**src/rtl/bf16_fp8_pack_ctrl_pkg.sv**
```systemverilog
// Shared widths, exponent biases and FSM encoding for the bf16 -> fp8 packing path.
package bf16_fp8_pack_ctrl_pkg;

    localparam int BF16_W        = 16;
    localparam int FP8_W         = 8;
    localparam int FP8_EXP_BIAS  = 7;
    localparam int BF16_EXP_BIAS = 127;
    localparam int EXP_REBIAS    = BF16_EXP_BIAS - FP8_EXP_BIAS;

    typedef enum logic {
        ST_FILL = 1'b0,
        ST_HOLD = 1'b1
    } pack_state_t;

endpackage

```
**src/rtl/bf16_fp8_pack_ctrl_bf16_to_fp8.sv**
```systemverilog
// Existing bf16 -> fp8 (E4M3 layout) converter: mantissa truncation and exponent rebias
// modulo 16, with no rounding or saturation.
module bf16_to_fp8
    import bf16_fp8_pack_ctrl_pkg::*;
(
    input  logic [BF16_W-1:0] i_bf16,
    output logic [FP8_W-1:0]  o_fp8
);

    logic [7:0] w_exp;
    logic [3:0] w_unusedExpHi;

    // Only the low four exponent bits survive, so out-of-range exponents wrap silently.
    always_comb begin
        w_exp         = i_bf16[14:7] - 8'(EXP_REBIAS);
        w_unusedExpHi = w_exp[7:4];
        o_fp8         = {i_bf16[15], w_exp[3:0], i_bf16[6:4]};
    end

endmodule

```
**src/rtl/bf16_fp8_pack_ctrl.sv**
```systemverilog
// Streams bf16 elements through one shared converter and packs LANES fp8 bytes per output
// word, with in_last closing a partial word early.
module bf16_fp8_pack_ctrl
    import bf16_fp8_pack_ctrl_pkg::*;
#(
    parameter int LANES = 4,
    parameter int OUT_W = 8 * LANES,
    parameter int CNT_W = 16
) (
    input  logic              clk,
    input  logic              rst,
    input  logic              in_valid,
    output logic              in_ready,
    input  logic [BF16_W-1:0] in_data,
    input  logic              in_last,
    output logic              out_valid,
    input  logic              out_ready,
    output logic [OUT_W-1:0]  out_data,
    output logic [LANES-1:0]  out_mask,
    output logic              out_last,
    output logic              busy,
    output logic [CNT_W-1:0]  word_cnt
);

    localparam int IDX_W = $clog2(LANES);

    pack_state_t      r_state;
    pack_state_t      w_nextState;
    logic [IDX_W-1:0] r_idx;
    logic [IDX_W-1:0] w_nextIdx;
    logic [OUT_W-1:0] r_data;
    logic [OUT_W-1:0] w_nextData;
    logic [LANES-1:0] r_mask;
    logic [LANES-1:0] w_nextMask;
    logic             r_last;
    logic             w_nextLast;
    logic [CNT_W-1:0] r_wordCnt;
    logic [FP8_W-1:0] w_byte;
    logic [LANES-1:0] w_laneWe;
    logic             w_accept;
    logic             w_handoff;
    logic             w_complete;

    bf16_to_fp8 u_cvt (
        .i_bf16 (in_data),
        .o_fp8  (w_byte)
    );

    always_ff @(posedge clk or posedge rst) begin
        if (rst) begin
            r_state   <= ST_FILL;
            r_idx     <= '0;
            r_data    <= '0;
            r_mask    <= '0;
            r_last    <= 1'b0;
            r_wordCnt <= '0;
        end else begin
            r_state <= w_nextState;
            r_idx   <= w_nextIdx;
            r_data  <= w_nextData;
            r_mask  <= w_nextMask;
            r_last  <= w_nextLast;
            if (w_handoff) begin
                r_wordCnt <= r_wordCnt + CNT_W'(1);
            end
        end
    end

    // A word completing on the same beat as a handoff keeps the FSM in HOLD with no bubble.
    always_comb begin
        w_accept    = in_valid & in_ready;
        w_handoff   = out_valid & out_ready;
        w_complete  = w_accept & ((r_idx == IDX_W'(LANES - 1)) | in_last);
        w_nextState = r_state;
        if (w_complete) begin
            w_nextState = ST_HOLD;
        end else if (w_handoff) begin
            w_nextState = ST_FILL;
        end
    end

    // In HOLD the index is always 0, so a pass-through beat naturally lands in lane 0.
    always_comb begin
        w_nextData = w_handoff ? '0 : r_data;
        w_nextMask = w_handoff ? '0 : r_mask;
        w_nextLast = w_handoff ? 1'b0 : r_last;
        w_nextIdx  = r_idx;
        for (int k = 0; k < LANES; k++) begin
            w_laneWe[k] = w_accept & (r_idx == IDX_W'(k));
            if (w_laneWe[k]) begin
                w_nextData[k*FP8_W +: FP8_W] = w_byte;
                w_nextMask[k]                = 1'b1;
            end
        end
        if (w_accept) begin
            w_nextLast = w_nextLast | in_last;
            w_nextIdx  = w_complete ? '0 : r_idx + IDX_W'(1);
        end
    end

    always_comb begin
        out_valid = (r_state == ST_HOLD);
        in_ready  = (r_state == ST_FILL) ? 1'b1 : out_ready;
        busy      = (r_state == ST_HOLD) | (r_idx != '0);
        out_data  = r_data;
        out_mask  = r_mask;
        out_last  = r_last;
        word_cnt  = r_wordCnt;
    end

endmodule

```
**config.mk**
```make
export PLATFORM = sky130hd
export DESIGN_NAME = bf16_fp8_pack_ctrl
export DESIGN_NICKNAME = d
export VERILOG_FILES = /design/src/rtl/bf16_fp8_pack_ctrl_pkg.sv /design/src/rtl/bf16_fp8_pack_ctrl_bf16_to_fp8.sv /design/src/rtl/bf16_fp8_pack_ctrl.sv
export SDC_FILE = /design/constraint.sdc
export NUM_CORES = 1
export LEC_CHECK = 0
export ABC_AREA = 1
export BUFFER_PORTS_ARGS = -buffer_cell sky130_fd_sc_hd__buf_2
export CAP_MARGIN = 10
export CELL_PAD_IN_SITES_DETAIL_PLACEMENT = 0
export CELL_PAD_IN_SITES_GLOBAL_PLACEMENT = 1
export CORE_MARGIN = 2
export CORE_UTILIZATION = 37
export CTS_CLUSTER_SIZE = 25
export DETAILED_ROUTE_END_ITERATION = 10
export PLACE_DENSITY = 0.83
export SKIP_CTS_REPAIR_TIMING = 1
export SYNTH_ARGS = -nofsm -noshare
export SYNTH_HDL_FRONTEND = slang
export SYNTH_SLANG_ARGS = --single-unit
export TNS_END_PERCENT = 5
```
**constraint.sdc**
```tcl
create_clock -name clk -period 2.3 [get_ports clk]
set_input_delay 0.345 -clock clk [delete_from_list [all_inputs] [get_ports clk]]
set_output_delay 0.345 -clock clk [all_outputs]
set_load 0.005 [all_outputs]
```
; ---- After elaboration in Yosys (flattened, before gate mapping)
; Cells that the tools add are included.
[totals]
ff_bits = 56
inputBits = 21
out_inout_bits = 56
wordCells = 51
[op_classes]
n_addsub = 3
n_eq_ne = 3
mux = 16
bitwise = 10
n_reduce_logical = 7
[op_table]
columns = op, n
row1 = $mux 32, 1
row2 = $mux 8, 4
row3 = $add 16x1->16 const B, 1
row4 = $reduce_bool 2->1, 6
row5 = $mux 1, 9
row6 = $and 1x1->1, 7
row7 = $eq 2x2->1 const B, 2
row8 = $mux 4, 1
row9 = $sub 4x4->4 const B, 1
row10 = $or 1x1->1, 3
row11 = $add 2x1->2 const B, 1
row12 = $eq 2x1->1 const B, 1
row13 = $logic_not 2->1, 1
row14 = $mux 2, 1

; ---- Longest topological paths before layout
; Gate-level depths: netlist of run 1.
[depth]
depth_word = 4
ltp_mapped = 6
ltp_nobuf = 6

; ---- Hierarchy
; Synthesis of run 1 repeated with hierarchy kept, for this count alone.
[hier_totals]
hier_cells = 256
hier_area_um2 = 2543.7
[by_module_without_submodules]
columns = mod, instances, cells_each, area_each_um2, seq_area_each_um2
row1 = bf16_fp8_pack_ctrl, 1, 248, 2487.4, 1401.3
row2 = bf16_to_fp8, 1, 8, 56.3, 0.0

; ---- Least setup slack after synthesis of run 1
; No wires, ideal clock.
[synth_timing]
kind = flip-flop to flip-flop
startpoint = reg r_state, in the netlist out_valid
endpoint = reg r_data[24], in the netlist out_data[24]
setup_time_ns = 0.122
t_arrival_ns = 1.229
required_time_ns = 2.178
slack_ns = 0.949
path_stages_with_launch = 6
path_buffers = 1
period_less_slack_ns = 1.351
path_cell_list = dfrtp_1 -> a21boi_4 -> nand2_4 -> buf_2 -> nand3_1 -> o21ai_1
[synth_via]
elab_chain_len = 4
word_cells_on_any_way = 6
classes_between = mux: 2 / bitwise: 3 / reduce/logical: 1
[synth_rtl]
columns = item, line_no
row1 = start: declaration, bf16_fp8_pack_ctrl.sv:27  ; pack_state_t r_state;
row2 = start signal: assignment, bf16_fp8_pack_ctrl.sv:58  ; r_state <= w_nextState;
row3 = $mux 1, bf16_fp8_pack_ctrl.sv:103  ; in_ready = (r_state == ST_FILL) ? 1'b1 : out_ready;
row4 = $and 1x1->1, bf16_fp8_pack_ctrl.sv:71  ; w_accept = in_valid & in_ready;
row5 = $and 1x1->1, bf16_fp8_pack_ctrl.sv:89  ; w_laneWe[k] = w_accept & (r_idx == IDX_W'(k));
row6 = $mux 8 or $reduce_bool 2->1 (tied branches), --
row7 = end signal: assignment, bf16_fp8_pack_ctrl.sv:60  ; r_data <= w_nextData;
row8 = end: declaration, bf16_fp8_pack_ctrl.sv:31  ; logic [OUT_W-1:0] r_data;
; Several ways; a longest one is shown, not always the timed one.
; A chain may end at the register's enable or synchronous reset.

; ---- Worst setup path after layout of run 1
[layout_timing]
startpoint = reg r_idx[0]
endpoint = out busy
[layout_via]
elab_chain_len = 2
[layout_rtl]
columns = item, line_no
row1 = start: declaration, bf16_fp8_pack_ctrl.sv:29  ; logic [IDX_W-1:0] r_idx;
row2 = start signal: assignment, bf16_fp8_pack_ctrl.sv:59  ; r_idx <= w_nextIdx;
row3 = $reduce_bool 2->1, bf16_fp8_pack_ctrl.sv:104  ; busy = (r_state == ST_HOLD) | (r_idx != '0);
row4 = $or 1x1->1, bf16_fp8_pack_ctrl.sv:104
row5 = end: declaration, bf16_fp8_pack_ctrl.sv:21  ; output logic busy,
; No other way between the ends.

==> results of run 1 <==
-- worst max path at each step --
stage / startpoint / to / cells past startpoint
3_5_place_dp: out_valid$_DFFE_PP0P_ / word_cnt[10]$_DFFE_PP0P_ / 5
3_3_place_gp: out_ready / r_idx[1]$_DFFE_PP0P_ / 6
4_1_cts: r_idx[0]$_DFFE_PP0P_ / busy / 4
6_report: r_idx[0]$_DFFE_PP0P_ / busy / 4
2_1_floorplan: rst / out_data[0]$_DFFE_PP0P_ / 1
5_1_grt: r_idx[0]$_DFFE_PP0P_ / busy / 4
-- kinds of logic after synthesis --
group / count (synthesis)
adder cells (fa/ha/maj): 5
AND/OR/NAND/NOR: 99
buffers and inverters: 32
AO/OA/AOI/OAI: 37
flip-flops: 56
XOR/XNOR: 13
-- placed cells by master, fill, tap and decap left out, drive strengths merged --
cell,synthesis,routed
ha,5,5
nand2,38,38
buf,7,70
clkbuf,1,6
inv,24,25
a21boi,1,1
nand4,4,4
dfrtp,56,56
nor2,17,17
bufinv,0,1
o21ai,35,35
a22o,1,1
xor2,7,7
nand3,40,40
xnor2,6,6
-- metrics by stage --
stage | util (%) | worst slack (ps) | hold WS [ps] | area [sq um]
after detailed placement | 44.6 | 816 | 424 | 2800
after global placement | 44.6 | 833 | 404 | 2800
final | 46.4 | 706 | 62.2 | 2910
after global routing | 46.4 | 604 | 72.9 | 2910
after CTS | 46.4 | 688 | 73.2 | 2910
after floorplan | - | 584 | 440 | 2370
-- cell type report --
class	instances	area [sq um]	area share (%)
flip-flops and latches	56	1400	48.2
multi-input cells	154	843	29.0
repair buffers	70	368	12.6
well taps	77	96.3	3.31
inverters	24	90.1	3.10
clock buffers	6	72.6	2.49
clock inverters	2	38.8	1.33
-- metal layers --
layer	vias to the layer above	share of wire, %
met5	-	0
met4	0	0.30
met3	2	7.2
met2	54	44
met1	872	48
li1	932	-
-- sequential cells by signal, summed over array words and instances (netlist names) --
register / count
word_cnt: 16
out_last: 1
out_valid: 1
out_data: 32
r_idx: 2
out_mask: 4
-- where the power goes --
part	total, W	internal, W	switching [W]
Clock	0.000649	0.000330	0.000319
Sequential	0.00149	0.00130	0.000197
Combinational	0.000876	0.000419	0.000457
==> metrics.md, run 1 <==
| Metric | Value |
|---|---|
| Run status | completed |
| Core ar. | 6280 sq um |
| Ports | 77 |
| Cell variety after synth | 19 |
| Crit path DAT | around 1300 ps |
| Bufs on Longest Clock Path | 2 |
| Layer with the highest usage | met1 |
| Met3 GRT Util | 5.54% |
| Mapped Cells | 242 |
| Cell taking the most area after synthesis | dfrtp_1 |
| Largest net degree at the start of global routing | 35 |
| WS Path Type | reg2out |
| GR Overflow Total | 0 |
| WL/cell | 12.9 microns |
| Final worst-path cycle share | 69.3% |
| RR Endpoint | word_cnt[10]$_DFFE_PP0P_ |
| Clk_lat worst skew | 310 ps |
| Top-count cell post-synth | dfrtp_1 |
| Worst Setup Start Kind | register |
| CTS root buffer | clkbuf_8 |
| CTS clk-pin slew, worst paths | roughly 100 ps |
| Largest stage delay on the critical path | ~410 ps |
| FP Rows | 29 |
| Slew HR | 65.8% |
| Adder-Cell Fraction of Synth Area | 2.64% |
| Critical path, cell by cell | inv_1 > ha_1 > nand2_1 > buf_2 |
| Number of synthesized flops with an enable pin | 0 |
| Setup Viol. Count Final | 0 |
| Clock sink count | 56 |
| Mux contribution to synthesized area | 0% |
| Clock skew | 8.51 ps |
| CTS tree | built |
| Routed Antenna Nets | 0 |
| Vias in the first global route | 1,750 |
| Drt pass-1 iters | 4 |
| RSZ-0062 raised after global routing | no |
| LEAKAGE | 1.59 nW |
| Starting density of the core | 37.8% |
| Mapped Area | 2370 sq um |
| DP Wirelength | 3.59 mm |
| Synth Area in Simple Gates | between 10% and 20% |
| P&R area growth vs syn | 22.7% |
| Port Buffer Count | 68 |
| Synth top area cells | dfrtp_1 59%, nand3_1 8.4%, o21ai_1 6.8%, nand2_1 5.2%, inv_1 3.6% |
| Seq/Total Area, Yosys | roughly three fifths |
| Async set or reset register ratio after synthesis | between 90% and 100% |
| DRC violations left | 0 |
| Critical path endpoint category | primary output |
| Vias/cell | 4.78 |
| Layout Nets | 337 |
| Final hold violations | 0 |
| Post-synth net total | 268 |
| Critical path's top delay family | flip-flops |
| Diode count | 0 |
| Largest family of logic cells by synthesized area | simple AND/OR/NAND/NOR gates |
| Setup total negative slack | 0 ps |
| First-pass GRT wire length | 8.65 mm |
| Compound-Gate Fraction of Synth Area | about 8.5% |
| Power Density | around 1000 nW/um^2 |
| Max_cap viols | 0 |
| Worst r2r path cells | 5 |
| Syn avg cell area | 9.80 sq um |
| Worst Max-Slew Pin Slew | slightly above 500 ps |
| WL final | between 5 and 6 mm |
| Initial antenna violation count | 0 |
| Htree depth | 2 |
| Design Power | a little over 0.003 W |
| # fillers | 631 |
| DR vias | 1,860 |
| Fmax achieved | 627 MHz |
| Post-synth top area share | 59.1% |
| Reg2reg setup slack | approximately 810 ps |
| Worst r2r src | out_valid$_DFFE_PP0P_ |
| Commonest cells post-synth | 56 x dfrtp_1, 40 x nand3_1, 33 x nand2_1 |
| Flops & latches, synth | 56 |
| Max IR drop VDD | between 0.5 and 0.6 mV |
| Max FO, Critical Path | 4 |
| Hold/Removal Path Class | in2async |
| Ys Warns | 0 |
| Post-Synth XOR/XNOR Area | 4.80% |
| Slew Limit Fails | 0 |
| Global-route usage over all layers | roughly 15% |
| Die H | approximately 84 microns |
| Final RePlAce weighted congestion | 0.762 |
| Die X | 84.1 microns |
| CTS Buf Count | 5 |
| Critical path required time | 1960 ps |
| Global routing usage on met1 | between 20% and 30% |
| Placed insts | 381 |
| Layout cells sized above 1 | 27.2% |
| Top FF cell, synth | dfrtp_1 |
| DIE AREA | 7060 sq um |
| Fin cells | 389 |
| Worst Path Buf+Inv | 2 |
| Crit-path slowest cell | dfrtp_1 |
| Met2 Use GR | 21.6% |
| Crit path time final | 1590 ps |
| DRT iter0 DRCs | 75 |
Power figures use the tool's default switching activity.
==> run 2: changes to the inputs <==
Settings changed: CORE_UTILIZATION 37 to 34, PLACE_DENSITY 0.83 to 0.81.
Clock period 2.3 ns to 1.3 ns, I/O delays scaled along.
==> run 2 against run 1 <==
Effect of this change:
- the run now ends with setup timing left
- register-to-register slack got worse by 760 ps
- critical path depth did not move
- first-iteration DRC count rose by 1.3%
- hold slack improved by 57 ps
- final cell count rose by 4.4%
- combinational power rose by 110%
- count of clock-buffer cells in the layout fell by 1
- total power rose by 79%
- die area rose by 8.4%
- sequential power rose by 79%
- via count rose by 4.6%
- non-clock buffer count rose by 15
- critical path type unchanged
- critical endpoint unchanged
==> metrics.md, run 2 (synthesis results as in run 1) <==
| Metric | Value |
|---|---|
| Run status | finished, violations left |
| Failing checks | setup timing |
| Largest stage delay on the critical path | 430 ps (+20 ps) |
| Launching element of the worst setup path | r_idx[0]$_DFFE_PP0P_ |
| Htree depth | 2 (unchanged) |
| Clock skew | 7.90 ps (-0.610 ps) |
| Critical path required time | 1110 ps (-850 ps) |
| Diode count | 0 (unchanged) |
| Number of flip-flops in the largest register | 32 (unchanged) |
| Hold/Removal Path Class | in2reg |
| Critical path, cell by cell | inv_2 > ha_4 > nand2_1 > buf_2 |
| Die H | 87.5 microns (+4.1%) |
| Max_cap viols | 0 (unchanged) |
| WS Path Type | reg2out |
| Worst Max-Slew Pin Slew | 454 ps (-58.2 ps) |
| Layout Nets | 352 (+4.5%) |
| Max IR drop VDD | 0.739 mV (+43%) |
| Port Buffer Count | 68 (unchanged) |
| FP Rows | 30 (+3.4%) |
| Crit path time final | 1350 ps |
| Final worst-path cycle share | 104% |
| RSZ-0062 raised after global routing | yes |
| HP Start | in_data[10] |
| Die X | 87.5 microns (+4.1%) |
| Worst r2r src | word_cnt[0]$_DFFE_PP0P_ |
| CTS root buffer | clkbuf_8 |
| Routed Antenna Nets | 0 (unchanged) |
| DP Wirelength | 3.90 mm (+8.7%) |
| CTS Buf Count | 5 (unchanged) |
| Crit-path slowest cell | dfrtp_1 |
| Design Power | 0.00540 W (+79%) |
| WL/cell | 13.3 microns (+3.0%) |
| Worst Setup Start Kind | register |
| DRT iter0 DRCs | 76 (+1.3%) |
| Vias/cell | 4.79 (+0.24%) |
| Worst r2r path cells | 6 (+1) |
| # fillers | 680 (+7.8%) |
| Most frequent cells in the layout | 68 x buf_2, 55 x dfrtp_1, 38 x nand3_1, 33 x nand2_1, 32 x o21ai_1 |
| P&R area growth vs syn | 30.7% |
| Power Density | 1740 nW/um^2 (+68%) |
| Clock sink count | 56 (unchanged) |
| PnR worst setup slack | -50.6 ps (-757 ps) |
| Commonest non-fill, non-tap cell in the layout | buf_2 |
| Setup total negative slack | -50.6 ps (-50.6 ps) |
| CTS tree | built |
| DIE AREA | 7660 sq um (+8.4%) |
| Final RePlAce weighted congestion | 0.778 (+2.1%) |
| Initial antenna violation count | 0 (unchanged) |
| Max FO, Critical Path | 4 (unchanged) |
| Hold endpoint | out_data[30]$_DFFE_PP0P_ |
| GR Overflow Total | 0 (unchanged) |
| Starting density of the core | 35.1% (-2.7 points) |
| Global-route usage over all layers | 15.1% (-0.15 points) |
| Fin cells | 406 (+4.4%) |
| First-pass GRT wire length | 9.07 mm (+4.9%) |
| Drt pass-1 iters | 4 (unchanged) |
| Clk_lat worst skew | 300 ps (about the same) |
| Post-place setup slack | -77.7 ps (-893 ps) |
| LEAKAGE | 1.66 nW (+4.4%) |
| DRC violations left | 0 (unchanged) |
| Layout cells sized above 1 | 35.3% (+8.0 points) |
| RR Endpoint | word_cnt[10]$_DFFE_PP0P_ |
| Hold depth | 2 |
| Setup Viol. Count Final | 1 (+1) |
| CTS clk-pin slew, worst paths | 100 ps (about the same) |
| Vias in the first global route | 1,865 (+6.6%) |
| Ports | 77 (unchanged) |
| Placed insts | 394 (+3.4%) |
| Final hold violations | 0 (unchanged) |
| Largest net degree at the start of global routing | 34 (-2.9%) |
| Slew HR | 69.6% (+3.9 points) |
| Reg2reg setup slack | 50 ps (-760 ps) |
| DR vias | 1,946 (+4.6%) |
| Slew Limit Fails | 0 (unchanged) |
| Bufs on Longest Clock Path | 2 (unchanged) |
| Crit path DAT | 1160 ps (-90 ps) |
| WL final | 5.42 mm (+7.5%) |
| Critical path endpoint category | primary output |
| Fmax achieved | approximately 740 MHz |
| Core ar. | 6760 sq um (+7.6%) |
## run 2: per-stage QoR
step           utilization, %  hold slack (ps)  cell area, sq um
3_3_place_gp             43.0              238              2910
4_1_cts                  44.3            -92.7              2990
3_5_place_dp             43.0              240              2910
6_report                 45.9              119              3100
2_1_floorplan               -              275              2370
5_1_grt                  45.9              115              3100
## run 2: layout make-up
cell class	count	area, sq um	area share [%]
tap	80	100	3.23
inverter	24	93.8	3.03
clock inverter	2	16.3	0.525
sequential	56	1400	45.3
clock buffer	5	68.8	2.22
multi-input combinational	154	897	28.9
timing repair buffer	85	520	16.8
## run 2: how the worst max path moves through the flow
stage                     slack, ps  depth (start not counted)                       end
after global placement          -60                          4      r_idx[1]$_DFFE_PP0P_
final                           -50                          4                      busy
after floorplan                 -50                          5  out_data[24]$_DFFE_PP0P_
after CTS                      -180                          4                      busy
after detailed placement        -80                          4      r_idx[0]$_DFFE_PP0P_
after global routing           -110                          4                      busy
## run 2: worst max-delay path, delay by kind of cell, from the launching register on
kind	cells	cell delay (ps)
adders and majority gates	1	150
buffers and inverters	2	230
DFF	1	430
and+or+nand+nor	1	50
## run 2: routing by layer
metal	vias up	share of wire (%)	global-route usage [%]	wire (microns)
met5	-	0	0	0
met4	0	0.28	2.94	15
met3	2	7.3	4.93	393
met2	54	45	22.7	2440
met1	928	47	21.6	2570
li1	962	-	-	-
## run 2: where the power goes
part	internal (W)	switching, W
logic	0.000907	0.000900
registers	0.00230	0.000364
clock network	0.000377	0.000559
==> run 3: changes to the inputs <==
Settings changed: PLACE_DENSITY 0.81 to 0.75.
Clock period 1.3 ns to 1.1 ns, I/O delays scaled along.
==> run 3 against run 2 <==
Effect of this change:
- the flow still finishes with violations (setup timing)
- via count grew 2.2%
- critical path depth grew 1
- first-iteration DRC count down 34%
- global-route usage hardly changed
==> metrics.md, run 3 (synthesis results as in run 1) <==
| Metric | Value |
|---|---|
| Commonest non-fill, non-tap cell in the layout | buf_2 |
| First-pass GRT wire length | 9.11 mm (+0.53%) |
| Most frequent cells in the layout | 62 x buf_2, 51 x dfrtp_1, 35 x nand3_1, 32 x nand2_1, 31 x o21ai_1 |
| FP Rows | 30 (unchanged) |
| Critical path's top delay family | flip-flops |
| Placed instance area | 3010 sq um (+3.4%) |
| WL final | 5.69 mm (+5.0%) |
| Clock skew | 3.63 ps (-4.27 ps) |
| Vias in the first global route | 1,882 (+0.91%) |
| Critical path endpoint category | primary output |
| Failing checks | setup timing |
| Layout cells sized above 1 | 40.6% (+5.4 points) |
| Ports | 77 (unchanged) |
| Largest stage delay on the critical path | 410 ps (-20 ps) |
| Critical path, cell by cell | inv_2 > ha_4 > buf_6 > nand2_2 > buf_6 |
| Routed Antenna Nets | 0 (unchanged) |
| Setup Viol. Count Final | 59 (+58) |
| Fmax achieved | 737 MHz |
| DRC violations left | 0 (unchanged) |
| LEAKAGE | 1.75 nW (+5.4%) |
| P&R area growth vs syn | 40.3% |
| Diode count | 0 (unchanged) |
| Run status | finished, violations left |
| Worst Max-Slew Pin Slew | 316 ps (-139 ps) |
| DR vias | 1,989 (+2.2%) |
| WL/cell | 13.5 microns (+1.0%) |
| Layout Nets | 367 (+4.3%) |
| Slew HR | 79.0% (+9.3 points) |
| Global-route usage over all layers | 15.1% (+0.017 points) |
| Die X | 87.5 microns (unchanged) |
| Worst Setup Start Kind | register |
| Starting density of the core | 35.1% (unchanged) |
| Area of the multi-input gates | 941 sq um (+4.9%) |
| Final hold violations | 0 (unchanged) |
| Clock sink count | 56 (unchanged) |
| CTS Buf Count | 5 (unchanged) |
| DRT iter0 DRCs | 50 (-34%) |
| # fillers | 680 (unchanged) |
| Max_cap viols | 0 (unchanged) |
| Largest net degree at the start of global routing | 57 (+68%) |
| WHS | 97.7 ps (-21.2 ps) |
| DP Wirelength | 3.92 mm (+0.52%) |
| Crit path time final | 1360 ps |
| CTS root buffer | clkbuf_8 |
| Vias/cell | 4.71 (-1.7%) |
| Port Buffer Count | 68 (unchanged) |
| Crit path DAT | 1190 ps (+30 ps) |
| Clk_lat worst skew | 310 ps (about the same) |
| Critical path required time | 940 ps (-170 ps) |
| Htree depth | 2 (unchanged) |
| Max FO, Critical Path | 2 (-2) |
| PnR worst setup slack | -256 ps (-206 ps) |
| CTS tree | built |
| Initial antenna violation count | 0 (unchanged) |
| Drt pass-1 iters | 4 (unchanged) |
| Power Density | 2110 nW/um^2 (+21%) |
| Util after Layout | 49.2% (+3.4 points) |
| Slew Limit Fails | 0 (unchanged) |
| CP most frequent cell | buf_6 |
| Crit-path slowest cell | dfrtp_1 |
| Number of flip-flops in the largest register | 32 (unchanged) |
| Design Area, Final | 3330 sq um (+7.3%) |
| Hold/Removal Path Class | in2reg |
| Final RePlAce weighted congestion | 0.792 (+1.8%) |
| Worst Path Buf+Inv | 3 (+1) |
| Register area | 1410 sq um (+0.36%) |
| Final worst-path cycle share | 123% |
| Die H | 87.5 microns (unchanged) |
| GR Overflow Total | 0 (unchanged) |
| WS Path Type | reg2out |
| CTS clk-pin slew, worst paths | 100 ps (about the same) |
| DIE AREA | 7660 sq um (unchanged) |
| RSZ-0062 raised after global routing | yes |
| Core ar. | 6760 sq um (unchanged) |
| Bufs on Longest Clock Path | 2 (unchanged) |
| Max IR drop VDD | 0.937 mV (+27%) |
-- run 3: cell count changes in the layout (fill, tap and decap cells not counted), sizes merged --
cell      previous run  this run
clkinvlp             2         1
clkbuf               5         6
bufinv               0         1
buf                 84        99
-- run 3: power breakdown --
group | switching (W) | internal [W] | leakage, nW
clock | 0.000693 | 0.000690 | 0.0558
sequential | 0.000412 | 0.00271 | 0.717
combinational | 0.00118 | 0.00133 | 0.979
total | 0.00229 | 0.00474 | 1.75
-- run 3: worst paths after layout --
kind                                    startpoint  cells past startpoint                       end  slack (ps)
max reg2reg                   r_idx[1]$_DFFE_PP0P_                      6  out_data[26]$_DFFE_PP0P_        -150
max in group asynchronous                      rst                      4   out_data[5]$_DFFE_PP0P_         370
min in group asynchronous                      rst                      4  word_cnt[13]$_DFFE_PP0P_         450
max                           r_idx[1]$_DFFE_PP0P_                      5                      busy        -260
min                                    in_data[10]                      2   out_data[6]$_DFFE_PP0P_         100
min reg2reg                out_mask[2]$_DFFE_PP0P_                      2   out_mask[2]$_DFFE_PP0P_         490
-- run 3: routing by layer --
| metal | vias up | GRT usage, % | part of all wire, % |
|---|---|---|---|
| li1 | 994 | - | - |
| met1 | 941 | 21.8 | 47 |
| met2 | 49 | 22.9 | 47 |
| met3 | 5 | 3.79 | 5.3 |
| met4 | 0 | 3.78 | 0.55 |
| met5 | - | 0 | 0 |
-- run 3: cell type report --
cell class                 instances  share of cell area [%]
timing repair buffer             100                    20.2
clock buffer                       6                    2.18
sequential                        56                    42.3
multi-input combinational        154                    28.3
inverter                          24                    2.82
tap                               80                    3.01
clock inverter                     2                    1.17
-- run 3: through the flow --
step	worst slack [ps]	cells	TNS (ps)	power [W]
after CTS	-438	417	-7410	0.00677
after global routing	-298	422	-10040	0.00753
final	-256	422	-5940	0.00703
after detailed placement	-188	409	-4900	0.00537
after global placement	-120	409	-4090	0.00532
after floorplan	-251	242	-7820	0.00414
